$ cat src/rtl/instruction_decode.sv
// ---------------------------------------------------------------------------
// instruction_decode
//   MIPS ID stage sitting directly behind instruction fetch. Holds the 32x32
//   register file (written by WB), decodes opcode/funct into control bits,
//   reads rs/rt with write-first bypass, sign-extends the immediate and
//   resolves J in-stage by redirecting fetch. Everything except the fetch
//   redirect is registered into the ID/EX pipeline register (1-cycle latency).
//
// Ports
//   d_clk, d_rst                clock (rising edge), async active-low reset
//   d_i_ce/instr/pc             fetched instruction triple
//   d_i_stall                   hold the ID/EX register
//   d_i_flush                   turn the current slot into a bubble
//   d_i_wb_we/addr/data         register-file write port (from WB)
//   d_o_ce                      ID/EX slot valid
//   d_o_pc, d_o_rs_data, d_o_rt_data, d_o_imm
//   d_o_rs_addr, d_o_rt_addr, d_o_dst_addr, d_o_funct
//   d_o_ctrl                    {reg_write,mem_read,mem_write,alu_src,
//                                branch_eq,branch_ne,rtype}
//   d_o_illegal                 sticky: unsupported opcode seen
//   d_o_change_pc, d_o_pc_target  combinational fetch redirect for J
// ---------------------------------------------------------------------------
module instruction_decode #(
    parameter int PC_WIDTH = 32,
    parameter int IWIDTH   = 32,
    parameter int DWIDTH   = 32,
    parameter int AWIDTH   = 5
) (
    input  logic                d_clk,
    input  logic                d_rst,
    input  logic                d_i_ce,
    input  logic [IWIDTH-1:0]   d_i_instr,
    input  logic [PC_WIDTH-1:0] d_i_pc,
    input  logic                d_i_stall,
    input  logic                d_i_flush,
    input  logic                d_i_wb_we,
    input  logic [AWIDTH-1:0]   d_i_wb_addr,
    input  logic [DWIDTH-1:0]   d_i_wb_data,
    output logic                d_o_ce,
    output logic [PC_WIDTH-1:0] d_o_pc,
    output logic [DWIDTH-1:0]   d_o_rs_data,
    output logic [DWIDTH-1:0]   d_o_rt_data,
    output logic [DWIDTH-1:0]   d_o_imm,
    output logic [AWIDTH-1:0]   d_o_rs_addr,
    output logic [AWIDTH-1:0]   d_o_rt_addr,
    output logic [AWIDTH-1:0]   d_o_dst_addr,
    output logic [5:0]          d_o_funct,
    output logic [6:0]          d_o_ctrl,
    output logic                d_o_illegal,
    output logic                d_o_change_pc,
    output logic [PC_WIDTH-1:0] d_o_pc_target
);

    localparam int NREGS = 2 ** AWIDTH;
    // Bits of pc+4 replaced by the 26-bit jump index (shifted by 2).
    localparam logic [PC_WIDTH-1:0] LOW_MASK = PC_WIDTH'(28'hFFF_FFFF);

    typedef enum logic [5:0] {
        OP_R    = 6'h00,
        OP_J    = 6'h02,
        OP_BEQ  = 6'h04,
        OP_BNE  = 6'h05,
        OP_ADDI = 6'h08,
        OP_LW   = 6'h23,
        OP_SW   = 6'h2B
    } opcode_e;

    // Instruction fields
    logic [5:0]        opcode;
    logic [AWIDTH-1:0] rs_addr;
    logic [AWIDTH-1:0] rt_addr;
    logic [AWIDTH-1:0] rd_addr;
    logic [DWIDTH-1:0] imm_ext;

    assign opcode  = d_i_instr[31:26];
    assign rs_addr = d_i_instr[25:21];
    assign rt_addr = d_i_instr[20:16];
    assign rd_addr = d_i_instr[15:11];
    assign imm_ext = {{(DWIDTH-16){d_i_instr[15]}}, d_i_instr[15:0]};

    // -----------------------------------------------------------------------
    // Register file: two combinational read ports, one write port.
    // -----------------------------------------------------------------------
    logic [DWIDTH-1:0] regs [NREGS];

    // NOTE: the array is reset because the pipeline contract guarantees all
    // registers read as zero after reset; this forces flops instead of RAM.
    always_ff @(posedge d_clk or negedge d_rst) begin
        if (!d_rst) begin
            for (int i = 0; i < NREGS; i++) begin
                regs[i] <= '0;
            end
        end else if (d_i_wb_we && d_i_wb_addr != '0) begin
            regs[d_i_wb_addr] <= d_i_wb_data;
        end
    end

    // r0 is hard-wired to zero; a same-cycle WB to the read address wins.
    function automatic logic [DWIDTH-1:0] read_port(input logic [AWIDTH-1:0] addr);
        if (addr == '0)
            return '0;
        else if (d_i_wb_we && d_i_wb_addr == addr)
            return d_i_wb_data;
        else
            return regs[addr];
    endfunction

    logic [DWIDTH-1:0] rs_value;
    logic [DWIDTH-1:0] rt_value;

    assign rs_value = read_port(rs_addr);
    assign rt_value = read_port(rt_addr);

    // -----------------------------------------------------------------------
    // Decode
    // -----------------------------------------------------------------------
    logic [6:0]        dec_ctrl;
    logic [AWIDTH-1:0] dec_dst;
    logic              dec_jump;
    logic              dec_illegal;

    // NOTE: every output of this block gets a default first so no path can
    // leave a value unassigned and infer a latch.
    always_comb begin
        dec_ctrl    = '0;
        dec_dst     = '0;
        dec_jump    = 1'b0;
        dec_illegal = 1'b0;
        case (opcode)
            OP_R: begin
                dec_ctrl = 7'b100_0001;
                dec_dst  = rd_addr;
            end
            OP_ADDI: begin
                dec_ctrl = 7'b100_1000;
                dec_dst  = rt_addr;
            end
            OP_LW: begin
                dec_ctrl = 7'b110_1000;
                dec_dst  = rt_addr;
            end
            OP_SW:   dec_ctrl = 7'b001_1000;
            OP_BEQ:  dec_ctrl = 7'b000_0100;
            OP_BNE:  dec_ctrl = 7'b000_0010;
            OP_J:    dec_jump = 1'b1;
            default: dec_illegal = 1'b1;
        endcase
    end

    // -----------------------------------------------------------------------
    // Fetch redirect (combinational). pc+4 wraps modulo 2**PC_WIDTH.
    // -----------------------------------------------------------------------
    logic [PC_WIDTH-1:0] pc_plus4;
    logic [PC_WIDTH-1:0] jump_target;

    assign pc_plus4      = d_i_pc + PC_WIDTH'(4);
    assign jump_target   = (pc_plus4 & ~LOW_MASK) | PC_WIDTH'({d_i_instr[25:0], 2'b00});
    assign d_o_pc_target = d_i_ce ? jump_target : '0;
    assign d_o_change_pc = d_i_ce && dec_jump && !d_i_stall;

    // -----------------------------------------------------------------------
    // ID/EX register. Flush beats stall; J and illegal opcodes become bubbles.
    // -----------------------------------------------------------------------
    // NOTE: sequential state uses non-blocking assignments so every flop
    // samples the pre-edge values regardless of statement order.
    always_ff @(posedge d_clk or negedge d_rst) begin
        if (!d_rst) begin
            d_o_ce       <= 1'b0;
            d_o_pc       <= '0;
            d_o_rs_data  <= '0;
            d_o_rt_data  <= '0;
            d_o_imm      <= '0;
            d_o_rs_addr  <= '0;
            d_o_rt_addr  <= '0;
            d_o_dst_addr <= '0;
            d_o_funct    <= '0;
            d_o_ctrl     <= '0;
            d_o_illegal  <= 1'b0;
        end else if (d_i_flush) begin
            d_o_ce       <= 1'b0;
            d_o_ctrl     <= '0;
            d_o_dst_addr <= '0;
        end else if (!d_i_stall) begin
            if (d_i_ce) begin
                d_o_ce       <= !(dec_jump || dec_illegal);
                d_o_pc       <= d_i_pc;
                d_o_rs_data  <= rs_value;
                d_o_rt_data  <= rt_value;
                d_o_imm      <= imm_ext;
                d_o_rs_addr  <= rs_addr;
                d_o_rt_addr  <= rt_addr;
                d_o_dst_addr <= dec_dst;
                d_o_funct    <= d_i_instr[5:0];
                d_o_ctrl     <= dec_ctrl;
                if (dec_illegal) begin
                    d_o_illegal <= 1'b1;
                end
            end else begin
                d_o_ce   <= 1'b0;
                d_o_ctrl <= '0;
            end
        end
    end

endmodule

$ cat config.mk
export PLATFORM = sky130hd
export DESIGN_NAME = instruction_decode
export DESIGN_NICKNAME = d
export VERILOG_FILES = /design/src/rtl/instruction_decode.sv
export SDC_FILE = /design/constraint.sdc
export NUM_CORES = 2
export LEC_CHECK = 0
export CAP_MARGIN = 10
export CORE_MARGIN = 8
export CORE_UTILIZATION = 60
export CTS_BUF_LIST = sky130_fd_sc_hd__clkbuf_4
export DETAILED_ROUTE_END_ITERATION = 8
export HOLD_SLACK_MARGIN = 0.03
export PLACE_DENSITY = 0.83
export SLEW_MARGIN = 20
export SYNTH_ARGS = -nofsm -noshare
export SYNTH_HDL_FRONTEND = slang
export SYNTH_SLANG_ARGS = --single-unit
$ cat constraint.sdc
create_clock -name d_clk -period 2.6 [get_ports d_clk]
set_input_delay 0.65 -clock d_clk [delete_from_list [all_inputs] [get_ports d_clk]]
set_output_delay 0.65 -clock d_clk [all_outputs]
set_load 0.01 [all_outputs]
==> results.cfg <==
[global_route]
overflow = 0
antenna_found_initial = 17
track_usage = 0.3631
grt_max_degree = 108
grt_pass1_vias = 46410
grt_pass1_wl_mm = 300.1

[cells_and_area]
areaGrowthSynthToFinish_pct = 21.22
nets = 4976
drive_above_1_share = 0.5317
fillCellCount = 5861

[placed_design]
place_ws_ns = -1.232
portBuffers = 295
dp_hpwl_mm = 136.4
gp_congestion = 0.9399

[detailed_routing]
met2_wirelength_mm = 90.53
routed.top_layer = met5
dr.pass1.iters = 6
route.met3.wl_mm = 27.76
routedWlPerCell_um = 31.87
routed_via_density = 7.009
drcViolationCount = 0
drtIter0Drc = 5576
wl_mm = 202.5
wl_met1_mm = 70.23
vias = 44530
final_antenna_net_count = 0

[clocking]
cts_buffers = 316
clock_path_buffers = 4
cts.sinks = 1160
h-tree-depth = 5
cts_tree = yes
clkTransAtPathRegs_ns = 0.06
insertion_delay_ns = 1.21
cts-root-buf = clkbuf_4

[yosys]
syn_avg_cell_area_sq_um = 14.52
synthTopCellsByArea = dfrtp_1, mux2_2, mux4_2
synth.top_cell.area_share = 0.4855
async_flop_share = 1.000
ys_types = 61
synthFlopType = dfrtp_1
yosys-top-cells-count = dfrtp_1, mux2_2, mux4_2
synth_edf_count = 0
synth_warnings = 0
yosysSeqAreaShare = 0.4855
synth_seq_cells = 1160
yosysTopAreaCell = dfrtp_1
syn_area_sq_mm = 0.05979
synth_most_common_cell = dfrtp_1
syn_inst = 4117

[flow_run]
drv_cap = 0

[critical_path]
crit_arrival_ns = 2.13
rr_endpoint = d_o_rs_data[26]
crit_path_frequent_cell = nand4_1
reg2reg_slack_ns = 0.36
cp-end-kind = output port
reg2reg_depth = 6
slowest_stage = or3_1
cp_cell_sequence = clkdlybuf4s15_1 > nand4_1 > nor3_2 > buf_4 > nand4_1 > or3_1 > a21boi_1 > buf_2
critPathMaxStageDelay_ns = 0.34
crit_type = primary input to output port
crit_fanout = 2
r2r_start = regs[26]
cp-start-kind = primary input
cp_data_required_time_ns = 1.95
crit_start = d_i_pc[9]
endpoint = d_o_pc_target[31]

[timing]
fmax_ghz = 0.3599
slew_headroom = 0.2264
hold_viol = 0
fin_ws_ns = -0.1787
worst_pin_slew_ns = 1.158
period_minus_slack_ns = 2.779
setup_viol = 4
rsz0062_at_grt = yes
slew_violations = 0
fin_worst_skew_ns = 0.08563
fin_crit_sh = 1.069

[die]
die_w_um = 331.7
start_util = 0.6066
io_pins = 298
die_h_um = 331.7
num_rows = 115
core_area_sq_mm = 0.09856
die_area_sq_mm = 0.1100

[outcome]
status = complete, but fails checks
violations = negative setup slack

[pwr]
leakage_nw = 32.65
peakVddDrop_mv = 0.4842
fin_total_pwr_mw = 51.39
powerDensity_mw_per_mm2 = 709.0

[worst_hold_path]
min_path_type = primary input to flip-flop
-- critical path, delay by kind of cell --
family | cells | cell delay, ns
compound gates | 1 | 0.12
buf+inv | 3 | 0.49
simple gates | 4 | 0.87
-- how the worst min path moves through the flow --
stage	startpoint	end	slack, ns	cells after the start
2_1_floorplan	d_rst	d_o_ce	0.35	0
3_3_place_gp	regs[1016]	regs[1016]	0.38	0
3_5_place_dp	regs[995]	regs[995]	0.38	0
4_1_cts	d_i_instr[16]	d_o_rt_addr[0]	0.04	4
5_1_grt	d_i_instr[16]	d_o_rt_addr[0]	0.11	4
6_report	d_i_instr[16]	d_o_rt_addr[0]	0.11	4
-- metal layers --
layer  up-vias  global-route usage
met5         -                   0
met4        10              0.2169
met3       926              0.1352
met2      3469              0.5419
met1     22740              0.4536
li1      17390                   -
-- stage by stage --
stage / util / hold WS (ns) / cells / TNS, ns / area, sq um
6_report: 0.7353 / 0.1080 / 6354 / -0.5931 / 72480
3_3_place_gp: 0.6955 / 0.3774 / 5782 / -103.05 / 68550
5_1_grt: 0.7351 / 0.1085 / 6345 / -0.7416 / 72450
4_1_cts: 0.7346 / 0.03570 / 6342 / -0.4823 / 72400
2_1_floorplan: - / 0.3544 / 4118 / 0 / 59790
3_5_place_dp: 0.6955 / 0.3836 / 5782 / -127.95 / 68550
-- final cells by class --
type	count	area, sq um	share of cell area
Inverter	8	30.03	0.0004143
Timing Repair Buffer	895	9236	0.1274
Clock buffer	456	3423	0.04723
Tap cell	1287	1610	0.02222
Multi-Input combinational cell	2488	28840	0.3979
Antenna cell	10	25.02	0.0003453
Sequential cell	1160	29060	0.4010
Clock inverter	50	250.2	0.003453
-- state kept, by name, summed over array words and instances, names as in the netlist --
name / flops
d_o_dst_addr: 5
d_o_ce: 1
d_o_rs_addr: 5
d_o_imm: 16
regs: 1024
d_o_pc: 32
d_o_rt_addr: 5
d_o_rt_data: 32
d_o_ctrl: 7
d_o_illegal: 1
d_o_rs_data: 32
-- power by group --
group          internal, mW  switching, mW
registers              21.5           2.74
clock network          8.15           7.69
logic                  6.68           4.65
-- kinds of logic after synthesis --
group / after synthesis / share of synthesized area
xor gates and xnor gates: 13 / 0.001904
muxes: 1616 / 0.3923
buffers and inverters: 470 / 0.03675
DFF: 1160 / 0.4855
and+or+nand+nor: 506 / 0.03874
other: 1 / 0.00006272
AOI/OAI and AO/OA: 351 / 0.04478
-- what timing repair did --
action | CTS | global route
endpoints found under the hold margin | 1152 | 0
hold buffers | 43 | 0
gates cloned | 0 | 1
setup buffers | 14 | 1
pin swaps | 15 | 10
setup endpoints to repair | 189 | 7
resized for setup | 511 | 15
-- cells in the final DEF (no fill, tap or decap), drive strengths merged, types with 13 or more instances in the layout --
master / synthesis / routed
o22ai: 40 / 40
a221o: 42 / 42
nand3: 13 / 13
mux2i: 129 / 129
mux4: 481 / 481
a221oi: 42 / 42
a22o: 26 / 26
buf: 215 / 633
nor3: 14 / 14
nor4: 38 / 38
a31oi: 32 / 32
nor2b: 28 / 28
o22a: 15 / 15
a22oi: 56 / 56
dlygate4sd3: 0 / 42
clkbuf: 247 / 459
nand2: 246 / 246
mux2: 1006 / 1006
dlygate4sd2: 0 / 117
o21ai: 40 / 40
dfrtp: 1160 / 1160
o211ai: 13 / 13
clkdlybuf4s50: 0 / 70
clkdlybuf4s15: 0 / 29
nor2: 93 / 93
clkinv: 0 / 42
and2: 33 / 33
No activity file was read; power rests on OpenSTA's default activity.
